==> config.mk <==
export PLATFORM = sky130hd
export DESIGN_NAME = ad_serial_rx
export DESIGN_NICKNAME = d
export VERILOG_FILES = /design/src/rtl/ad_serial_rx.sv
export SDC_FILE = /design/constraint.sdc
export NUM_CORES = 1
export LEC_CHECK = 0
export BUFFER_PORTS_ARGS = -buffer_cell sky130_fd_sc_hd__clkbuf_2
export CAP_MARGIN = 10
export CORE_UTILIZATION = 35
export CTS_CLUSTER_SIZE = 24
export DETAILED_ROUTE_END_ITERATION = 16
export PLACE_DENSITY = 0.52
export RECOVER_POWER = 50
export SYNTH_ARGS = -nofsm -noshare
export SYNTH_HDL_FRONTEND = slang
export SYNTH_SLANG_ARGS = --single-unit
export TNS_END_PERCENT = 100
==> constraint.sdc <==
create_clock -name clk_i -period 4.11 [get_ports clk_i]
set_input_delay 0.822 -clock clk_i [delete_from_list [all_inputs] [get_ports clk_i]]
set_output_delay 0.822 -clock clk_i [all_outputs]
set_load 0.03 [all_outputs]
==> src/rtl/ad_serial_rx.sv <==
// Dual-channel serial ADC receiver: drives convert strobe and bit clock, deserialises
// the X/Y MSB-first data lines into parallel words with a one-cycle valid pulse.
module ad_serial_rx #(
   parameter int unsigned DATA_W   = 16,
   parameter int unsigned CLK_DIV  = 4,
   parameter int unsigned CONV_CYC = 4
) (
   input  logic              clk_i,
   input  logic              rst_n_i,
   input  logic              start_i,
   input  logic              cont_i,
   output logic              ad_conv_o,
   output logic              ad_sclk_o,
   input  logic              ad_sd_x_i,
   input  logic              ad_sd_y_i,
   output logic [DATA_W-1:0] vx_o,
   output logic [DATA_W-1:0] vy_o,
   output logic              data_vld_o,
   output logic              busy_o,
   output logic              missed_start_o
);

   localparam int unsigned HALF    = CLK_DIV / 2;
   localparam int unsigned CNT_MAX = (CLK_DIV > CONV_CYC) ? CLK_DIV : CONV_CYC;
   localparam int unsigned CNT_W   = $clog2(CNT_MAX + 1);
   localparam int unsigned BIT_W   = (DATA_W > 1) ? $clog2(DATA_W) : 1;

   typedef enum logic [1:0] {S_IDLE, S_CONV, S_GAP, S_SHIFT} state_t;

   state_t              r_state, w_state_nxt;
   logic [CNT_W-1:0]    r_cnt, w_cnt_nxt;
   logic [BIT_W-1:0]    r_bit_cnt, w_bit_nxt;
   logic                r_conv, w_conv_nxt;
   logic                r_sclk, w_sclk_nxt;
   logic [DATA_W-2:0]   r_sx, w_sx_nxt;
   logic [DATA_W-2:0]   r_sy, w_sy_nxt;
   logic [DATA_W-1:0]   r_vx, w_vx_nxt;
   logic [DATA_W-1:0]   r_vy, w_vy_nxt;
   logic                r_vld, w_vld_nxt;
   logic                r_busy, w_busy_nxt;
   logic                r_missed, w_missed_nxt;

   logic                w_fall;
   logic                w_period_end;
   logic                w_done;
   logic [DATA_W-1:0]   w_word_x;
   logic [DATA_W-1:0]   w_word_y;

   // Capture happens on the SCLK falling edge, half a period after the ADC shifted out.
   assign w_fall       = (r_state == S_SHIFT) && r_sclk && (r_cnt == CNT_W'(HALF - 1));
   assign w_period_end = (r_state == S_SHIFT) && (r_cnt == CNT_W'(CLK_DIV - 1));
   assign w_done       = w_fall && (r_bit_cnt == BIT_W'(DATA_W - 1));
   assign w_word_x     = {r_sx, ad_sd_x_i};
   assign w_word_y     = {r_sy, ad_sd_y_i};

   always_ff @(posedge clk_i or negedge rst_n_i) begin
      if (!rst_n_i) r_state <= S_IDLE;
      else          r_state <= w_state_nxt;
   end

   always_comb begin
      w_state_nxt = r_state;
      case (r_state)
         S_IDLE:  if (start_i) w_state_nxt = S_CONV;
         S_CONV:  if (r_cnt == CNT_W'(CONV_CYC - 1)) w_state_nxt = S_GAP;
         S_GAP:   if (r_cnt == CNT_W'(HALF - 1)) w_state_nxt = S_SHIFT;
         S_SHIFT: if (w_done) w_state_nxt = (cont_i || start_i) ? S_CONV : S_IDLE;
         default: w_state_nxt = S_IDLE;
      endcase
   end

   always_comb begin
      w_cnt_nxt    = r_cnt + CNT_W'(1);
      w_bit_nxt    = r_bit_cnt;
      w_sclk_nxt   = r_sclk;
      w_sx_nxt     = r_sx;
      w_sy_nxt     = r_sy;
      w_vx_nxt     = r_vx;
      w_vy_nxt     = r_vy;
      w_conv_nxt   = (w_state_nxt == S_CONV);
      w_busy_nxt   = (w_state_nxt != S_IDLE);
      w_vld_nxt    = w_done;
      w_missed_nxt = start_i && (r_state != S_IDLE) && !w_done;

      if ((w_state_nxt != r_state) || (w_state_nxt == S_IDLE)) w_cnt_nxt = '0;

      if (w_state_nxt != S_SHIFT)  w_sclk_nxt = 1'b0;
      else if (r_state == S_GAP)   w_sclk_nxt = 1'b1;

      if (w_fall) begin
         w_sclk_nxt = 1'b0;
         w_sx_nxt   = w_word_x[DATA_W-2:0];
         w_sy_nxt   = w_word_y[DATA_W-2:0];
         w_bit_nxt  = w_done ? '0 : r_bit_cnt + BIT_W'(1);
      end

      if (w_period_end) begin
         w_sclk_nxt = 1'b1;
         w_cnt_nxt  = '0;
      end

      // Only complete words ever reach the outputs.
      if (w_done) begin
         w_vx_nxt = w_word_x;
         w_vy_nxt = w_word_y;
      end
   end

   always_ff @(posedge clk_i or negedge rst_n_i) begin
      if (!rst_n_i) begin
         r_cnt     <= '0;
         r_bit_cnt <= '0;
         r_conv    <= 1'b0;
         r_sclk    <= 1'b0;
         r_sx      <= '0;
         r_sy      <= '0;
         r_vx      <= '0;
         r_vy      <= '0;
         r_vld     <= 1'b0;
         r_busy    <= 1'b0;
         r_missed  <= 1'b0;
      end else begin
         r_cnt     <= w_cnt_nxt;
         r_bit_cnt <= w_bit_nxt;
         r_conv    <= w_conv_nxt;
         r_sclk    <= w_sclk_nxt;
         r_sx      <= w_sx_nxt;
         r_sy      <= w_sy_nxt;
         r_vx      <= w_vx_nxt;
         r_vy      <= w_vy_nxt;
         r_vld     <= w_vld_nxt;
         r_busy    <= w_busy_nxt;
         r_missed  <= w_missed_nxt;
      end
   end

   assign ad_conv_o      = r_conv;
   assign ad_sclk_o      = r_sclk;
   assign vx_o           = r_vx;
   assign vy_o           = r_vy;
   assign data_vld_o     = r_vld;
   assign busy_o         = r_busy;
   assign missed_start_o = r_missed;

endmodule

==> results.sh <==
export IMPL_wl_per_cell_um=13.7
export IMPL_hold_depth=1
export IMPL_hold_violations=0
export IMPL_timing_rr_end="r_cnt[0]$_DFF_PN0_"
export IMPL_violations="max-capacitance violations, max-slew violations"
export IMPL_timing_rr_start="r_cnt[1]$_DFF_PN0_"
export IMPL_start_util_pct=37.0
export IMPL_ys_warn_count=0
export IMPL_fillCellCount=798
export IMPL_root_buffer="clkbuf_8"
export IMPL_die_area_mm2=0.00925
export IMPL_drt_total_wl_um=4760
export IMPL_path_cells="inv_1, ha_1, and4b_1, nand3_4, a32oi_2, nor2_1"
export IMPL_holdBufCountCts=0
export IMPL_path_delay_family="simple AND/OR/NAND/NOR gates"
export IMPL_finalCritPeriodShare_pct=53.0
export IMPL_cts_buffers=9
export IMPL_final_common_cell="dfrtp_1"
export IMPL_io_buffers=42
export IMPL_cts_sinks=76
export IMPL_htreeDepth=3
export IMPL_async_reset_ff_share_pct=100
export IMPL_drc=0
export IMPL_antenna_found_initial=0
export IMPL_synthCells=193
export IMPL_grt_usage_pct=12.0
export IMPL_final_area_mm2=0.00357
export IMPL_slew_viol_final=77
export IMPL_post_cts_setup_buffers=0
export IMPL_dp_hpwl_um=2830
export IMPL_final_setup_viol_count=0
export IMPL_ys_ff_latch=76
export IMPL_rsz0062_at_grt="false"
export IMPL_synth_edff_count=0
export IMPL_first_pass_iters=4
export IMPL_ctsResizeCount=0
export IMPL_reg2reg_depth=6
export IMPL_place_congestion=0.682
export IMPL_synth_main_ff_cell="dfrtp_1"
export IMPL_hold_path_class="flip-flop to flip-flop"
export IMPL_worstMarginPinSlew_ns=1.85
export IMPL_cap_violations=1
export IMPL_netlist_cell_type_count=28
export IMPL_first_global_vias=1652
export IMPL_worstHoldStart="r_cnt[0]$_DFF_PN0_"
export IMPL_start_kind="flip-flop"
export IMPL_area_delta_synth_final_pct=15.2
export IMPL_slowest_stage="nand3_4"
export IMPL_cts_tree="done"
export IMPL_grt_pass1_wl_um=8140
export IMPL_fp_coreArea_mm2=0.00838
export IMPL_p_leak_nw=1.88
export IMPL_power_density_mw_per_mm2=491
export IMPL_fin_setup_tns_ns=0
export IMPL_max_stage_delay_ns=0.55
export IMPL_final_cell_mix="dfrtp_1 (76), mux2_2 (33), clkbuf_2 (33)"
export IMPL_hold_path_end="r_cnt[0]$_DFF_PN0_"
export IMPL_peakVddDrop_uv=162
export IMPL_cp_buffers_inverters=1
export IMPL_syn_cell_area_mm2=0.00310
export IMPL_first_iter_violations=66
export IMPL_synth_yosys_seq_area_share_pct=61.3
export IMPL_maxSlewHeadroom_pct=-23.2
export IMPL_die_h_um=96.2
export IMPL_max_freq_mhz=459
export IMPL_reg2reg_slack_ns=1.93
export IMPL_fin_skew_ns=0.00670
export IMPL_via_per_inst=4.69
export IMPL_cts_buffer_depth=2
export IMPL_setup_worst_path_class="flip-flop to flip-flop"
export IMPL_dpl_cell_area_mm2=0.00337
export IMPL_finalCriticalPeriod_ns=2.18
export IMPL_syn_area_per_cell_um2=16.1
export IMPL_n_antenna_cell=0
export IMPL_vias=1628
export IMPL_cp_arrival_ns=2.40
export IMPL_clk_pin_slew_worst_paths_ns=0.07
export IMPL_fin_hold_ws_ns=0.473
export IMPL_grt_max_degree=77
export IMPL_overflow=0
export IMPL_ant_nets=0
export IMPL_required_ns=4.33
export IMPL_insertion_delay_ns=0.34
export IMPL_boundaryPins=43
export IMPL_crit_fanout=33
export IMPL_status="complete, but fails checks"
export IMPL_layout_nets=247
export IMPL_syn_nets=203
export IMPL_rows=33
export IMPL_cp_end_kind="flip-flop"
export IMPL_drive_gt1_share_pct=46.3
export IMPL_fp_dieW_um=96.2
==> sequential cells by signal (all words and copies together), names as in the netlist <==
register,flops
ad_conv_o,1
ad_sclk_o,1
busy_o,1
data_vld_o,1
missed_start_o,1
r_bit_cnt,4
r_cnt,3
r_state,2
r_sx,15
r_sy,15
vx_o,16
vy_o,16
==> cell families after synthesis <==
family	count (synthesis)	share of synthesized area (%)
buffers and inverters	13	2.94
AOI/OAI and AO/OA	11	2.42
muxes	64	26.7
adders and majority gates	4	1.61
and+or+nand+nor	23	4.48
xor gates and xnor gates	2	0.565
DFF	76	61.3
==> final cells by class <==
class	count	area (um2)	share of cell area, %
Multi-Input combinational cell	104	1110	31.0
Tap cell	105	131	3.68
Inverter	4	15.0	0.420
Clock inverter	4	72.6	2.03
Sequential cell	76	1900	53.2
Clock buffer	12	145	4.06
Timing Repair Buffer	42	199	5.57
==> per-layer routing <==
layer  GRT usage (%)  up-vias  share of wire [%]
met1            15.1      807                 48
met4            5.97        0                1.8
met5               0        -                  0
met3            5.37        7                6.6
li1                -      769                  -
met2            17.4       45                 43
==> power breakdown <==
group          total [mW]  internal [mW]  leakage [nW]  switching (mW)
sequential          0.891          0.826          1.02          0.0650
clock               0.615          0.358         0.107           0.257
combinational       0.249          0.120         0.757           0.129
total                1.76           1.30          1.88           0.452
==> worst reg2reg max path, stage by stage (launching register included) <==
cell,delay [ns]
dfrtp_1,0.38
inv_1,0.05
ha_1,0.16
and4b_1,0.36
nand3_4,0.55
a32oi_2,0.48
nor2_1,0.07
==> cells in the mapped netlist, types with 2 or more instances <==
cell	n	share of area, %
buf_2	4	0.65
a21o_1	2	0.48
buf_6	5	1.8
inv_1	4	0.48
nand3_1	2	0.32
ha_1	4	1.6
nand2_1	4	0.48
mux2_4	29	14
xnor2_1	2	0.56
nor2_1	5	0.60
nor3_1	2	0.32
mux2_2	33	12
o21ai_0	2	0.32
dfrtp_1	76	61
nand2b_1	3	0.60
a21oi_1	4	0.65
==> per-stage QoR <==
| stage | worst slack (ns) | power, mW | util (%) | instances |
|---|---|---|---|---|
| 4_1_cts | 1.87 | 1.80 | 42.8 | 347 |
| 2_1_floorplan | 2.46 | 1.10 | - | 193 |
| 3_3_place_gp | 1.91 | 1.16 | 40.2 | 331 |
| 3_5_place_dp | 1.87 | 1.16 | 40.2 | 331 |
| 6_report | 1.93 | 1.76 | 42.6 | 347 |
| 5_1_grt | 1.60 | 1.87 | 42.6 | 347 |
==> worst max path at each step <==
stage	start	endpoint	slack (ns)	depth (start not counted)
floorplan	r_cnt[0]$_DFF_PN0_	r_sx[0]$_DFFE_PN0P_	2.46	6
global placement	r_cnt[1]$_DFF_PN0_	r_cnt[0]$_DFF_PN0_	1.91	6
detailed placement	r_cnt[1]$_DFF_PN0_	r_cnt[1]$_DFF_PN0_	1.87	6
CTS	r_cnt[1]$_DFF_PN0_	r_cnt[1]$_DFF_PN0_	1.87	6
global route	rst_n_i	vx_o[9]$_DFFE_PN0N_	1.60	1
finish	r_cnt[1]$_DFF_PN0_	r_cnt[0]$_DFF_PN0_	1.93	6
Power figures use the tool's default switching activity.
